===== config.mk =====
export PLATFORM = sky130hd
export DESIGN_NAME = s_term_cfg_pipe_flat
export DESIGN_NICKNAME = d
export VERILOG_FILES = /design/src/rtl/term_pkg.sv /design/src/rtl/s_term_cfg_pipe_if.sv /design/src/rtl/cfg_pipe_stage.sv /design/src/rtl/clk_buf.sv /design/src/rtl/s_term_cfg_pipe.sv /design/src/flat_wrapper.sv
export SDC_FILE = /design/constraint.sdc
export NUM_CORES = 1
export LEC_CHECK = 0
export CORE_MARGIN = 2
export CORE_UTILIZATION = 34
export DETAILED_ROUTE_END_ITERATION = 8
export GPL_TIMING_DRIVEN = 0
export HOLD_SLACK_MARGIN = 0.12
export PLACE_DENSITY = 0.6
export SLEW_MARGIN = 20
export SYNTH_ARGS = -nofsm -noshare
export SYNTH_HDL_FRONTEND = slang
export SYNTH_SLANG_ARGS = --single-unit

===== constraint.sdc =====
create_clock -name UserCLK -period 4.61 [get_ports UserCLK]
set_clock_uncertainty 0.1 [all_clocks]
set_input_delay 1.1525 -clock UserCLK [delete_from_list [all_inputs] [get_ports UserCLK]]
set_output_delay 1.1525 -clock UserCLK [all_outputs]
set_load 0.05 [all_outputs]

===== src/rtl/term_pkg.sv =====
// Shared types and field positions for the south terminal tile.
package term_pkg;

    // Turnaround behaviour selected by the low bits of local config frame 0.
    typedef enum logic [1:0] {
        TURN_OFF  = 2'd0,
        TURN_PASS = 2'd1,
        TURN_ROT  = 2'd2,
        TURN_REG  = 2'd3
    } turn_mode_t;

    // Bit positions of the mode and rotate fields inside config frame 0.
    localparam int MODE_LSB = 0;
    localparam int ROT_LSB  = 2;

endpackage


===== src/rtl/s_term_cfg_pipe_if.sv =====
// Configuration column and wire bundle of the south terminal tile.
interface s_term_cfg_pipe_if #(
    parameter int FrameBitsPerRow = 32,
    parameter int MaxFramesPerCol = 20,
    parameter int WireCount       = 16,
    parameter int CntW            = 8
);
    logic [FrameBitsPerRow-1:0] FrameData;
    logic [FrameBitsPerRow-1:0] FrameData_O;
    logic [MaxFramesPerCol-1:0] FrameStrobe;
    logic [MaxFramesPerCol-1:0] FrameStrobe_O;
    logic [WireCount-1:0]       S_END;
    logic [WireCount-1:0]       N_BEG;
    logic                       CfgValid;
    logic                       StrobeErr;
    logic [CntW-1:0]            FrameCount;

    // Tile side: consumes the column and south wires, produces the rest.
    modport slave (
        input  FrameData, FrameStrobe, S_END,
        output FrameData_O, FrameStrobe_O, N_BEG, CfgValid, StrobeErr, FrameCount
    );

    // Environment side.
    modport master (
        output FrameData, FrameStrobe, S_END,
        input  FrameData_O, FrameStrobe_O, N_BEG, CfgValid, StrobeErr, FrameCount
    );
endinterface


===== src/rtl/cfg_pipe_stage.sv =====
// One retiming register for the packed {FrameStrobe, FrameData} column.
module cfg_pipe_stage #(
    parameter int W = 52
) (
    input  logic         clk,
    input  logic         rst,
    input  logic [W-1:0] i_d,
    output logic [W-1:0] o_q
);
    logic [W-1:0] r_q;

    // Register the column word; cleared by reset.
    always_ff @(posedge clk or posedge rst) begin
        if (rst) r_q <= '0;
        else     r_q <= i_d;
    end

    assign o_q = r_q;
endmodule


===== src/rtl/clk_buf.sv =====
// Clock buffer cell; a plain wire in RTL, swapped for a library cell at implementation.
module clk_buf (
    input  logic i_clk,
    output logic o_clk
);
    assign o_clk = i_clk;
endmodule


===== src/rtl/s_term_cfg_pipe.sv =====
// South terminal tile: retimed config column, local frame capture,
// multi-hot strobe detection and a configurable S->N wire turnaround.
module s_term_cfg_pipe
    import term_pkg::*;
#(
    parameter int FrameBitsPerRow = 32,
    parameter int MaxFramesPerCol = 20,
    parameter int PipeStages      = 1,
    parameter int WireCount       = 16,
    parameter int CfgFrameBase    = 0,
    parameter int NumCfgFrames    = 2,
    parameter int CntW            = 8
) (
    input  logic              UserCLK,
    input  logic              Rst,
    output logic              UserCLKo,
    s_term_cfg_pipe_if.slave  bus
);
    localparam int W    = MaxFramesPerCol + FrameBitsPerRow;
    localparam int RotW = $clog2(WireCount);
    localparam logic [CntW-1:0] CNT_MAX = '1;

    clk_buf u_clk_buf (.i_clk(UserCLK), .o_clk(UserCLKo));

    // ---------------- config column pipe ----------------
    logic [W-1:0] w_pipe [0:PipeStages];
    assign w_pipe[0] = {bus.FrameStrobe, bus.FrameData};

    generate
        for (genvar gi = 0; gi < PipeStages; gi++) begin : g_stage
            cfg_pipe_stage #(.W(W)) u_stage (
                .clk (UserCLK),
                .rst (Rst),
                .i_d (w_pipe[gi]),
                .o_q (w_pipe[gi+1])
            );
        end
    endgenerate

    assign bus.FrameStrobe_O = w_pipe[PipeStages][W-1:FrameBitsPerRow];
    assign bus.FrameData_O   = w_pipe[PipeStages][FrameBitsPerRow-1:0];

    // ---------------- local capture ----------------
    logic                       w_onehot;
    logic                       w_multi;
    logic [NumCfgFrames-1:0]    w_wr;
    logic [NumCfgFrames-1:0]    r_written;
    logic [FrameBitsPerRow-1:0] r_cfg [NumCfgFrames];
    logic                       r_cfg_valid;
    logic                       r_err;
    logic [CntW-1:0]            r_cnt;

    // Captures happen only for a single-hot strobe that lands in our window.
    assign w_onehot = $onehot(bus.FrameStrobe);
    assign w_multi  = ($countones(bus.FrameStrobe) > 1);
    assign w_wr     = bus.FrameStrobe[CfgFrameBase +: NumCfgFrames] & {NumCfgFrames{w_onehot}};

    generate
        for (genvar gi = 0; gi < NumCfgFrames; gi++) begin : g_cfg
            // Frame register and its written flag; the last write wins.
            always_ff @(posedge UserCLK or posedge Rst) begin
                if (Rst) begin
                    r_cfg[gi]     <= '0;
                    r_written[gi] <= 1'b0;
                end else if (w_wr[gi]) begin
                    r_cfg[gi]     <= bus.FrameData;
                    r_written[gi] <= 1'b1;
                end
            end
        end
    endgenerate

    // Valid flag looks ahead at this edge's write so it rises with the final first write.
    always_ff @(posedge UserCLK or posedge Rst) begin
        if (Rst) r_cfg_valid <= 1'b0;
        else     r_cfg_valid <= &(r_written | w_wr);
    end

    // Saturating count of accepted local writes.
    always_ff @(posedge UserCLK or posedge Rst) begin
        if (Rst)                         r_cnt <= '0;
        else if (|w_wr && r_cnt != CNT_MAX) r_cnt <= r_cnt + 1'b1;
    end

    // Sticky multi-hot strobe flag.
    always_ff @(posedge UserCLK or posedge Rst) begin
        if (Rst)          r_err <= 1'b0;
        else if (w_multi) r_err <= 1'b1;
    end

    assign bus.CfgValid   = r_cfg_valid;
    assign bus.StrobeErr  = r_err;
    assign bus.FrameCount = r_cnt;

    // ---------------- turnaround ----------------
    turn_mode_t                 w_mode;
    logic [RotW-1:0]            w_rot;
    logic [2*WireCount-1:0]     w_dbl;
    logic [WireCount-1:0]       r_s_end;
    logic [WireCount-1:0]       w_n_beg;
    logic                       w_unused_cfg;

    assign w_mode = turn_mode_t'(r_cfg[0][MODE_LSB +: 2]);
    assign w_rot  = r_cfg[0][ROT_LSB +: RotW];
    // Rotate-left via a doubled word; power-of-two width makes the wrap free.
    assign w_dbl  = {bus.S_END, bus.S_END} << w_rot;

    // Reserved config bits are kept for simulation visibility only.
    always_comb begin
        w_unused_cfg = ^r_cfg[0][FrameBitsPerRow-1:ROT_LSB+RotW];
        for (int k = 1; k < NumCfgFrames; k++) w_unused_cfg = w_unused_cfg ^ (^r_cfg[k]);
    end

    // Registered turnaround path; loads only while REG mode is active, else holds.
    always_ff @(posedge UserCLK or posedge Rst) begin
        if (Rst)                    r_s_end <= '0;
        else if (w_mode == TURN_REG) r_s_end <= bus.S_END;
    end

    // Output mux; forced low while reset is asserted.
    always_comb begin
        w_n_beg = '0;
        case (w_mode)
            TURN_OFF:  w_n_beg = '0;
            TURN_PASS: w_n_beg = bus.S_END;
            TURN_ROT:  w_n_beg = w_dbl[2*WireCount-1:WireCount];
            TURN_REG:  w_n_beg = r_s_end;
            default:   w_n_beg = '0;
        endcase
        if (Rst) w_n_beg = '0;
    end

    assign bus.N_BEG = w_n_beg;
endmodule


===== src/flat_wrapper.sv =====
// flat-port wrapper written by rule: the top's interface ports become plain ports
module s_term_cfg_pipe_flat import term_pkg::*;
#(
    parameter int FrameBitsPerRow = 32,
    parameter int MaxFramesPerCol = 20,
    parameter int PipeStages      = 1,
    parameter int WireCount       = 16,
    parameter int CfgFrameBase    = 0,
    parameter int NumCfgFrames    = 2,
    parameter int CntW            = 8
)
  (UserCLK, Rst, UserCLKo, bus_FrameData, bus_FrameStrobe, bus_S_END, bus_FrameData_O, bus_FrameStrobe_O, bus_N_BEG, bus_CfgValid, bus_StrobeErr, bus_FrameCount);
  s_term_cfg_pipe_if #(.FrameBitsPerRow(FrameBitsPerRow), .MaxFramesPerCol(MaxFramesPerCol), .WireCount(WireCount), .CntW(CntW)) bus_i ();
  input  logic UserCLK;
  input  logic Rst;
  output logic UserCLKo;
  input wire logic [$bits(bus_i.FrameData)-1:0] bus_FrameData;
  input wire logic [$bits(bus_i.FrameStrobe)-1:0] bus_FrameStrobe;
  input wire logic [$bits(bus_i.S_END)-1:0] bus_S_END;
  output wire logic [$bits(bus_i.FrameData_O)-1:0] bus_FrameData_O;
  output wire logic [$bits(bus_i.FrameStrobe_O)-1:0] bus_FrameStrobe_O;
  output wire logic [$bits(bus_i.N_BEG)-1:0] bus_N_BEG;
  output wire logic [$bits(bus_i.CfgValid)-1:0] bus_CfgValid;
  output wire logic [$bits(bus_i.StrobeErr)-1:0] bus_StrobeErr;
  output wire logic [$bits(bus_i.FrameCount)-1:0] bus_FrameCount;
  assign bus_i.FrameData = bus_FrameData;
  assign bus_i.FrameStrobe = bus_FrameStrobe;
  assign bus_i.S_END = bus_S_END;
  assign bus_FrameData_O = bus_i.FrameData_O;
  assign bus_FrameStrobe_O = bus_i.FrameStrobe_O;
  assign bus_N_BEG = bus_i.N_BEG;
  assign bus_CfgValid = bus_i.CfgValid;
  assign bus_StrobeErr = bus_i.StrobeErr;
  assign bus_FrameCount = bus_i.FrameCount;
  s_term_cfg_pipe #(.FrameBitsPerRow(FrameBitsPerRow), .MaxFramesPerCol(MaxFramesPerCol), .PipeStages(PipeStages), .WireCount(WireCount), .CfgFrameBase(CfgFrameBase), .NumCfgFrames(NumCfgFrames), .CntW(CntW)) u_core (.UserCLK(UserCLK), .Rst(Rst), .UserCLKo(UserCLKo), .bus(bus_i));
endmodule

==> parameters.txt, run 1 <==
Parameter                              Value

Drt
  Number of detailed-routing iterations run before antenna repair    7
  Average wire per standard cell    17.4 µm
  Avg Vias per Cell    5.17
  Vias post-DR    3660
  Total wirelength of the detailed-routed design    12300 µm
  Total DRC errors in the routed layout    0
  Count of nets left with antenna violations after detail routing    0
  First DRT Iteration DRCs    405

Global routing
  Overall global routing resource usage    19.7%
  Vias in the first global route    3860
  Pin count of the biggest net entering global routing    49
  Wire length of the first global-routing pass    19900 µm
  Antenna violations before repair    0
  Overflow after GRT    0

Die
  Die X    117 µm
  Die Area    0.0136 mm²
  Initial Util    34.5%
  Area of the placeable core    0.0125 mm²
  Top Ports    149
  Die boundary height    117 µm
  Site Rows    41

Critical path
  Delay of the slowest cell on the worst path    0.59 ns
  Slowest cell on the critical path    sky130_fd_sc_hd__fa_2
  Required time worst endpoint    4.84 ns
  Most prevalent standard cell on the critical path    sky130_fd_sc_hd__fa_2
  Highest net fanout along the worst path    7
  Critical path arrival    4.91 ns
  CP Cell Sequence    buf_6 > ha_4 > inv_2 > fa_2 > fa_2 > fa_2 > fa_1 > fa_1 > nor4b_4 > and3_1 > buf_6 > nand2_8 > mux2_4
  Kind of start point of the critical path    input pin
  Crit. End Element    register
  Critical setup path kind    input pin to register

CTS
  Worst skew pair latency    0.45 ns
  Reg clk slew, reported paths    0.06 ns
  TritonCTS clock tree    done

Timing
  Maximum clock rate    214 MHz
  Setup slack after layout    -0.0728 ns
  Worst Max-Slew Pin Slew    0.540 ns
  Final critical-path required period    4.68 ns
  Final critical-path share of the clock period    102%
  Number of pins with negative max-slew slack in the final report    0
  Setup repair after global routing missed its margin    true
  Finish-stage setup viols    10
  Final count of hold timing violations    0
  Headroom to the max-slew limit    63.9%

Power and ir drop
  NetSw    1.60 mW
  Cell-internal power    2.37 mW
  Combinational power share    51.3%
  Seq pwr share    24.7%
  Clock power frac    23.9%
  Maximum ir drop on the vdd rail    373 µV
  Static power due to leakage    2.94 nW
  Total design power    3.96 mW
  Total power divided by cell area    598 mW/mm²
  Switching Share    40.3%

Placed design
  Final HPWL DP    9220 µm
  Worst-case setup slack after placement    -1.04 ns
  Port-buffer cells    147
  Placed cell area    0.00613 mm²
  Final weighted congestion of routability-driven global placement    0.932

Yosys
  Number of distinct library cell variants in the gate-level netlist after synthesis    35
  Fraction of the yosys area taken by sequential cells    49.9%
  Combined area of all synthesized cells    0.00432 mm²
  Yosys warning count    0
  Average cell area after synthesis    11.8 µm²
  Synthesized net count    464
  Area leader, netlist    sky130_fd_sc_hd__dfrtp_1
  Cell count after synthesis    365
  Top cell type's share of synthesized area    49.9%
  Leading cell types by total area after synthesis    sky130_fd_sc_hd__dfrtp_1 (50%), sky130_fd_sc_hd__fa_1 (6.5%), sky130_fd_sc_hd__mux2_1 (5.0%)
  #FFs+latches synth    86

Min path
  Worst min-delay path category    register to register

Finish
  Total Nets Final    631
  Cell area after layout    0.00662 mm²
  Total inserted antenna cells    0
  Layout Area Growth over Synthesis    53.5%
  Fraction of layout cells with a size suffix above 1    20.9%

Run
  # Max-Cap Violations    0

Status
  Violations in the final reports    setup timing
  Result of the run    complete, but fails checks
-- flip-flops by register name, indices dropped and copies added, names as in the netlist --
register and cells:
u_core.r_s_end 16, u_core.r_written 2, u_core.g_stage.u_stage.o_q 52, u_core.r_cfg 6
u_core.bus.FrameCount 8, u_core.bus.StrobeErr 1, u_core.bus.CfgValid 1
-- layer usage --
layer | part of all wire, % | track usage, % | vias up | wire, µm
li1 | - | - | 1659 | -
met1 | 39 | 24.3 | 1763 | 4850
met2 | 48 | 30.6 | 216 | 5900
met3 | 10 | 7.73 | 22 | 1290
met4 | 2.2 | 8.78 | 0 | 275
met5 | 0 | 0 | - | 0
-- final cells by class --
cell class,instances,area [µm²]
sequential,86,2150
inverter,33,126
multi-input combinational,223,2120
timing repair buffer,152,1480
clock buffer,14,313
fill,1136,5890
buffer,23,124
clock inverter,5,85.1
tap,172,215
-- critical path, delay by kind of cell --
family / cells / cell delay [ns]
adder cells (fa/ha/maj): 6 / 2.63
AND/OR/NAND/NOR: 3 / 0.57
multiplexers: 1 / 0.31
buffers and inverters: 3 / 0.25
-- power groups by stage --
stage          Clock [mW]  Combinational [mW]  Sequential, mW
2_1_floorplan      0.0468                1.28            1.13
6_report            0.949                2.03           0.980
3_3_place_gp       0.0621                1.93           0.987
3_5_place_dp       0.0621                1.94           0.994
4_1_cts             0.979                2.00           0.980
5_1_grt              1.02                2.21           0.998
-- Yosys cell counts, drive strengths merged --
master  number
a21boi       1
a21o        18
a21oi       16
a222oi      16
and2         1
and3         2
buf         13
clkbuf      10
dfrtp       86
fa          14
ha          15
inv         33
mux2        39
nand2        5
nand2b       4
nand3        4
nand3b       1
nand4        3
nor2        20
nor3        20
nor3b        1
nor4b        1
o21ai        1
o22ai       32
or2          1
or3          1
xnor2        3
xor2         4
-- metrics by stage --
step	instances	hold slack (ns)	utilization, %	TNS (ns)
CTS	707	0.361	52.5	-1.73
detailed placement	685	0.336	49.0	-17.56
global placement	684	0.331	48.8	-43.65
floorplan	365	0.314	-	-2.65
finish	708	0.355	52.9	-0.495
global route	708	0.391	52.9	-2.07
-- kinds of logic (layout without fill, tap and decap cells) --
family	count (synthesis)	after routing	share of synthesized area, %
DFF	86	86	49.9
AOI/OAI and AO/OA	84	84	13.6
and+or+nand+nor	64	64	7.68
buffers and inverters	56	227	5.60
muxes	39	39	11.0
adders and majority gates	29	29	10.8
xor gates and xnor gates	7	7	1.42
-- final timing paths --
check | cells past startpoint | end | from | slack, ns
worst max register to register | 6 | u_core.bus.FrameCount[7] | u_core.bus.FrameCount[0] | 2.65
worst min register to register | 2 | u_core.r_written[0] | u_core.r_written[0] | 0.35
max in group asynchronous | 4 | u_core.g_stage[0].u_stage.o_q[11] | Rst | 2.68
worst max-delay path | 13 | u_core.r_cfg[32] | bus_FrameStrobe[19] | -0.07
worst min-delay path | 2 | u_core.r_written[0] | u_core.r_written[0] | 0.35
min in group asynchronous | 3 | u_core.r_s_end[0] | Rst | 1.15
-- cells in the final DEF, fill, tap and decap left out, types with 3 or more instances in the layout --
cell type / count
sky130_fd_sc_hd__a21o_1: 18
sky130_fd_sc_hd__a21oi_1: 16
sky130_fd_sc_hd__a222oi_1: 16
sky130_fd_sc_hd__buf_2: 14
sky130_fd_sc_hd__buf_4: 6
sky130_fd_sc_hd__buf_6: 10
sky130_fd_sc_hd__clkbuf_1: 11
sky130_fd_sc_hd__clkbuf_16: 12
sky130_fd_sc_hd__clkdlybuf4s50_1: 116
sky130_fd_sc_hd__dfrtp_1: 86
sky130_fd_sc_hd__dlygate4sd2_1: 14
sky130_fd_sc_hd__fa_1: 10
sky130_fd_sc_hd__fa_2: 4
sky130_fd_sc_hd__ha_1: 8
sky130_fd_sc_hd__ha_4: 6
sky130_fd_sc_hd__inv_1: 21
sky130_fd_sc_hd__inv_2: 11
sky130_fd_sc_hd__mux2_1: 12
sky130_fd_sc_hd__mux2_2: 11
sky130_fd_sc_hd__mux2_4: 16
sky130_fd_sc_hd__nand2_1: 4
sky130_fd_sc_hd__nand2b_1: 4
sky130_fd_sc_hd__nand4_1: 3
sky130_fd_sc_hd__nor2_1: 19
sky130_fd_sc_hd__nor3_1: 16
sky130_fd_sc_hd__nor3_4: 3
sky130_fd_sc_hd__o22ai_1: 32
sky130_fd_sc_hd__xnor2_1: 3
sky130_fd_sc_hd__xor2_1: 4
-- timing repair --
action / 4_1_cts / 5_1_grt
hold buffers: 0 / 0
endpoints found under the setup margin: 34 / 21
buffers inserted: 4 / 1
pin swaps: 18 / 17
gates resized for setup: 92 / 26
cloned: 0 / 0
hold endpoints to repair: 0 / 0
Note: power is estimated with default switching activity, not from simulation.
==> inputs of run 2 (changes only) <==
CORE_UTILIZATION = 46   (was 34)
PLACE_DENSITY = 0.78   (was 0.6)
SKIP_CTS_REPAIR_TIMING = 1   (was unset)
==> parameters.txt, run 2 (synthesis results as in run 1) <==
Parameter                              Value

Drt
  Vias post-DR    3657 (-0.082%)
  Count of nets left with antenna violations after detail routing    0 (unchanged)
  First DRT Iteration DRCs    387 (-4.4%)
  Total DRC errors in the routed layout    0 (unchanged)
  Avg Vias per Cell    5.64 (+9.2%)
  Number of detailed-routing iterations run before antenna repair    6 (-1)
  Average wire per standard cell    19.3 µm (+11%)
  Total wirelength of the detailed-routed design    12500 µm (+1.8%)

Global routing
  Met2 layer usage reported by global route    40.2% (+9.6 points)
  Overall global routing resource usage    25.5% (+5.8 points)
  Met1 Resource Use GR    32.3% (+8.0 points)
  Overflow after GRT    0 (unchanged)
  Wire length of the first global-routing pass    19500 µm (-2.0%)
  Antenna violations before repair    0 (unchanged)
  Vias in the first global route    3820 (-1.0%)
  Pin count of the biggest net entering global routing    51 (+4.1%)
  Busiest grt layer    met2
  Global-route met3 utilization    7.77% (+0.035 points)

Timing
  Finish-stage setup viols    11 (+1)
  Headroom to the max-slew limit    64.2% (+0.36 points)
  Final critical-path share of the clock period    103% (+1.4 points)
  Number of pins with negative max-slew slack in the final report    0 (unchanged)
  Worst Max-Slew Pin Slew    0.535 ns (-0.00539 ns)
  Final count of hold timing violations    0 (unchanged)
  Setup repair after global routing missed its margin    true
  Setup slack after layout    -0.140 ns (-0.0668 ns)
  Final critical-path required period    4.75 ns (+0.0668 ns)
  Maximum clock rate    211 MHz (-1.4%)

Critical path
  CP Cell Sequence    clkbuf_2 > ha_4 > inv_1 > fa_2 > fa_2 > fa_2 > fa_1 > fa_2 > nand2b_1 > o21ai_2 > buf_4 > nand3_4 > nor3_4 > mux2_4
  CP top delay family    adder cells
  Required time worst endpoint    4.87 ns (+0.03 ns)
  Critical setup path kind    input pin to register
  Kind of start point of the critical path    input pin
  Worst path buffer plus inverter count    3 (unchanged)
  Critical path arrival    5.01 ns (+0.10 ns)
  Crit. End Element    register
  Highest net fanout along the worst path    2 (-5)
  Most prevalent standard cell on the critical path    sky130_fd_sc_hd__fa_2
  Slowest cell on the critical path    sky130_fd_sc_hd__fa_2
  Delay of the slowest cell on the worst path    0.58 ns (about the same)

CTS
  Reg clk slew, reported paths    0.10 ns (+0.04 ns)
  TritonCTS clock tree    done
  Worst skew pair latency    0.47 ns (+0.02 ns)

Finish
  Flip-flop count of the largest register, all copies and words added    52 (unchanged)
  Cell area after layout    0.00644 mm² (-2.8%)
  Multi-input combinational cell area    0.00211 mm² (-0.59%)
  Total inserted antenna cells    0 (unchanged)
  Most common library cell in the layout ignoring fill and taps    sky130_fd_sc_hd__clkdlybuf4s50_1
  Util after Layout    70.3% (+17 points)
  Register area    0.00215 mm² (unchanged)
  Total Nets Final    631 (unchanged)
  Fill cell count    645 (-43%)
  Commonest cells after routing, fill and taps aside    sky130_fd_sc_hd__clkdlybuf4s50_1 (117), sky130_fd_sc_hd__dfrtp_1 (86), sky130_fd_sc_hd__o22ai_1 (32)
  Layout Area Growth over Synthesis    49.1%
  Fraction of layout cells with a size suffix above 1    20.7% (-0.23 points)

Placed design
  Final HPWL DP    9180 µm (-0.47%)
  Final weighted congestion of routability-driven global placement    0.948 (+1.8%)
  Placed cell area    0.00606 mm² (-1.2%)
  Port-buffer cells    147 (unchanged)

Min path
  Worst min-delay path category    register to register

Die
  Die X    101 µm (-14%)
  Area of the placeable core    0.00915 mm² (-27%)
  Site Rows    35 (-15%)
  Die Area    0.0102 mm² (-25%)
  Die boundary height    101 µm (-14%)
  Top Ports    149 (unchanged)
  Initial Util    47.1% (+13 points)

Status
  Violations in the final reports    setup timing
  Result of the run    complete, but fails checks

Power and ir drop
  Static power due to leakage    3.07 nW (+4.5%)
  Maximum ir drop on the vdd rail    437 µV (+17%)
  Total power divided by cell area    593 mW/mm² (-0.95%)

Run
  # Max-Cap Violations    0 (unchanged)
## run 2: cell count changes in the layout (fill, tap and decap cells not counted), sizes merged
cell           delta
buf               -7
bufinv            -2
clkbuf            +6
clkdlybuf4s50     +1
clkinv            +2
clkinvlp          -1
dlygate4sd1       -2
dlygate4sd2      -14
dlymetal6s2s     +15
inv               +3
## run 2: path summary, 6_finish.rpt
kind                                     startpoint  depth (start not counted)  slack, ns                                 to
setup reg to reg           u_core.bus.FrameCount[0]                          6       2.67           u_core.bus.FrameCount[7]
hold / removal                  u_core.r_written[0]                          2       0.37                u_core.r_written[0]
setup / recovery                bus_FrameStrobe[13]                         14      -0.14           u_core.bus.FrameCount[1]
min in group asynchronous                       Rst                          3       1.10                 u_core.r_s_end[15]
hold reg to reg                 u_core.r_written[0]                          2       0.37                u_core.r_written[0]
max in group asynchronous                       Rst                          4       2.72  u_core.g_stage[0].u_stage.o_q[49]
## run 2: power by group
part	internal (mW)	switching (mW)	leakage, nW
combinational	0.930	1.24	1.92
sequential	0.899	0.0853	1.01
clock	0.294	0.368	0.142
total	2.12	1.69	3.07
## run 2: area by class of cell
| cell class | count | area share (%) |
|---|---|---|
| flip-flops and latches | 86 | 33.4 |
| multi-input cells | 223 | 32.8 |
| repair buffers | 152 | 23.8 |
| clock buffers | 13 | 2.76 |
| well taps | 111 | 2.16 |
| inverters | 33 | 1.96 |
| plain buffers | 23 | 1.92 |
| clock inverters | 7 | 1.19 |
## run 2: metal layers
metal  wire, µm  up-vias
li1           -     1645
met3       1040       32
met1       5010     1783
met2       6130      197
met4        344        0
met5          0        -
## run 2: worst reg2reg max path: cells and delay by family (launching register included)
kind	cells	cell delay, ns
XOR/XNOR	1	0.15
adder cells (fa/ha/maj)	1	0.26
flip-flops	1	0.45
AND/OR/NAND/NOR	4	0.93
## run 2: metrics by stage
stage	TNS [ns]	setup WS [ns]	cells	hold WS [ns]	power [mW]
final	-0.899	-0.140	648	0.368	3.82
after global routing	-2.52	-0.239	648	0.387	4.04
after CTS	-10.04	-0.565	643	0.350	3.64
after detailed placement	-17.93	-1.02	624	0.331	3.02
after global placement	-38.00	-0.973	623	0.328	2.97
after floorplan	-2.65	-0.286	365	0.314	2.45
==> inputs of run 3 (changes only) <==
PLACE_DENSITY = 0.81   (was 0.78)
==> parameters.txt, run 3 (synthesis results as in run 1) <==
Parameter                              Value

Critical path
  Crit. End Element    register
  Most prevalent standard cell on the critical path    sky130_fd_sc_hd__fa_1
  CP Cell Sequence    clkbuf_2 > ha_4 > inv_2 > fa_1 > fa_1 > fa_1 > fa_1 > fa_1 > nor4b_4 > and3_1 > buf_6 > nand2_8 > mux2_4
  Slowest cell on the critical path    sky130_fd_sc_hd__fa_1
  Required time worst endpoint    4.85 ns (-0.02 ns)
  Logic depth of the worst register-to-register path    6 (unchanged)
  FF-to-FF Start    u_core.bus.FrameCount[0]
  Highest net fanout along the worst path    8 (+6)
  Kind of start point of the critical path    input pin
  Worst path buffer plus inverter count    3 (unchanged)
  Delay of the slowest cell on the worst path    0.56 ns (-0.02 ns)
  Critical setup path kind    input pin to register
  Critical path arrival    5.05 ns (+0.04 ns)
  CP top delay family    adder cells
  Capture instance of the worst register-to-register path    u_core.bus.FrameCount[7]
  Worst-case register-to-register setup slack    2.66 ns (about the same)

Die
  Site Rows    35 (unchanged)
  Die boundary height    101 µm (unchanged)
  Area of the placeable core    0.00915 mm² (unchanged)
  Die Area    0.0102 mm² (unchanged)
  Top Ports    149 (unchanged)
  Die X    101 µm (unchanged)
  Initial Util    47.1% (unchanged)

Run
  # Max-Cap Violations    0 (unchanged)

Drt
  Total wirelength of the detailed-routed design    12300 µm (-2.0%)
  Total DRC errors in the routed layout    0 (unchanged)
  Avg Vias per Cell    5.66 (+0.32%)
  Vias post-DR    3646 (-0.30%)
  Average wire per standard cell    19.1 µm (-1.4%)
  Number of detailed-routing iterations run before antenna repair    8 (+2)
  First DRT Iteration DRCs    237 (-39%)
  Count of nets left with antenna violations after detail routing    0 (unchanged)

Status
  Violations in the final reports    setup timing
  Result of the run    complete, but fails checks

Finish
  Total Nets Final    628 (-0.48%)
  Commonest cells after routing, fill and taps aside    sky130_fd_sc_hd__clkdlybuf4s50_1 (116), sky130_fd_sc_hd__dfrtp_1 (86), sky130_fd_sc_hd__o22ai_1 (32)
  Fill cell count    662 (+2.6%)
  Layout Area Growth over Synthesis    49.4%
  Most common library cell in the layout ignoring fill and taps    sky130_fd_sc_hd__clkdlybuf4s50_1
  Flip-flop count of the largest register, all copies and words added    52 (unchanged)
  Util after Layout    70.4% (+0.11 points)
  Total inserted antenna cells    0 (unchanged)
  Fraction of layout cells with a size suffix above 1    19.9% (-0.78 points)
  Non-filler instance count after layout    644 (-0.62%)

CTS
  Worst skew pair latency    0.45 ns (-0.02 ns)
  Reg clk slew, reported paths    0.09 ns (about the same)
  TritonCTS clock tree    done

Global routing
  Overall global routing resource usage    24.0% (-1.4 points)
  Wire length of the first global-routing pass    18700 µm (-3.8%)
  Vias in the first global route    3705 (-3.0%)
  Pin count of the biggest net entering global routing    49 (-3.9%)
  Overflow after GRT    0 (unchanged)
  Antenna violations before repair    0 (unchanged)

Power and ir drop
  Maximum ir drop on the vdd rail    483 µV (+11%)
  Static power due to leakage    3.09 nW (+0.81%)
  Total power divided by cell area    578 mW/mm² (-2.4%)

Timing
  Finish-stage setup viols    11 (unchanged)
  Maximum clock rate    208 MHz (-1.1%)
  Headroom to the max-slew limit    60.8% (-3.5 points)
  Worst Max-Slew Pin Slew    0.589 ns (+0.0536 ns)
  Final critical-path required period    4.80 ns (+0.0525 ns)
  Number of pins with negative max-slew slack in the final report    0 (unchanged)
  Setup repair after global routing missed its margin    true
  Final critical-path share of the clock period    104% (+1.1 points)
  Final count of hold timing violations    0 (unchanged)
  Setup slack after layout    -0.192 ns (-0.0525 ns)

Placed design
  Port-buffer cells    147 (unchanged)
  Final weighted congestion of routability-driven global placement    0.905 (-4.5%)
  Placed cells    624 (unchanged)
  Final HPWL DP    8850 µm (-3.6%)

Min path
  Sink of the worst hold path    u_core.r_written[1]
  Hold Path Origin    u_core.r_written[1]
  Hold Crit Depth    1 (-1)
  Worst min-delay path category    register to register
[run 3: cell count changes in the layout (fill, tap and decap cells not counted), moves of 2 or more]
| cell | previous run | this run |
|---|---|---|
| sky130_fd_sc_hd__clkbuf_2 | 9 | 6 |
| sky130_fd_sc_hd__clkinv_4 | 3 | 1 |
| sky130_fd_sc_hd__inv_4 | 1 | 3 |
| sky130_fd_sc_hd__dlymetal6s2s_1 | 16 | 19 |
| sky130_fd_sc_hd__inv_8 | 3 | 1 |
| sky130_fd_sc_hd__buf_4 | 6 | 2 |
[run 3: where the power goes]
| part | leakage [nW] | switching (mW) | internal (mW) |
|---|---|---|---|
| Combinational | 1.94 | 1.19 | 0.875 |
| Clock | 0.140 | 0.335 | 0.348 |
| Sequential | 1.01 | 0.0828 | 0.899 |
[run 3: final cells by class]
class / count / area [µm²] / area share, %
Buffer: 23 / 124 / 1.92
Clock buffer: 14 / 191 / 2.97
Clock inverter: 5 / 66.3 / 1.03
Inverter: 33 / 131 / 2.04
Multi-Input combinational cell: 223 / 2110 / 32.8
Sequential cell: 86 / 2150 / 33.4
Tap cell: 111 / 139 / 2.15
Timing Repair Buffer: 149 / 1530 / 23.7
[run 3: metrics by stage]
step	worst slack [ns]	setup TNS (ns)	instance area (µm²)	power (mW)	hold slack, ns
3_5_place_dp	-1.02	-16.48	6060	2.99	0.333
4_1_cts	-0.523	-7.70	6300	3.63	0.371
3_3_place_gp	-0.963	-44.14	6030	2.98	0.326
6_report	-0.192	-1.54	6450	3.73	0.377
2_1_floorplan	-0.286	-2.65	4420	2.45	0.314
5_1_grt	-0.342	-3.65	6450	3.96	0.379
[run 3: layer usage]
layer / share of wire, % / GRT usage [%]
met5: 0 / 0
met4: 2.0 / 10.4
met3: 9.2 / 7.49
met2: 51 / 39.8
met1: 38 / 28.9
[run 3: worst max-delay path by stage]
stage,startpoint,end,cells after the start
finish,bus_FrameStrobe[19],u_core.r_cfg[34],13
detailed placement,bus_FrameStrobe[19],u_core.r_cfg[34],14
global route,bus_FrameStrobe[15],u_core.r_cfg[34],13
CTS,bus_FrameStrobe[16],u_core.r_cfg[34],15
global placement,bus_FrameStrobe[7],u_core.r_cfg[35],13
floorplan,bus_FrameStrobe[7],u_core.r_cfg[32],12
[run 3: worst register-to-register path: stages, from the launching register on]
cell and delay, ns:
sky130_fd_sc_hd__dfrtp_1 0.43, sky130_fd_sc_hd__ha_1 0.25, sky130_fd_sc_hd__nand3_1 0.09, sky130_fd_sc_hd__nor2_1 0.09, sky130_fd_sc_hd__or3_1 0.52, sky130_fd_sc_hd__nor3_4 0.24, sky130_fd_sc_hd__xor2_1 0.15
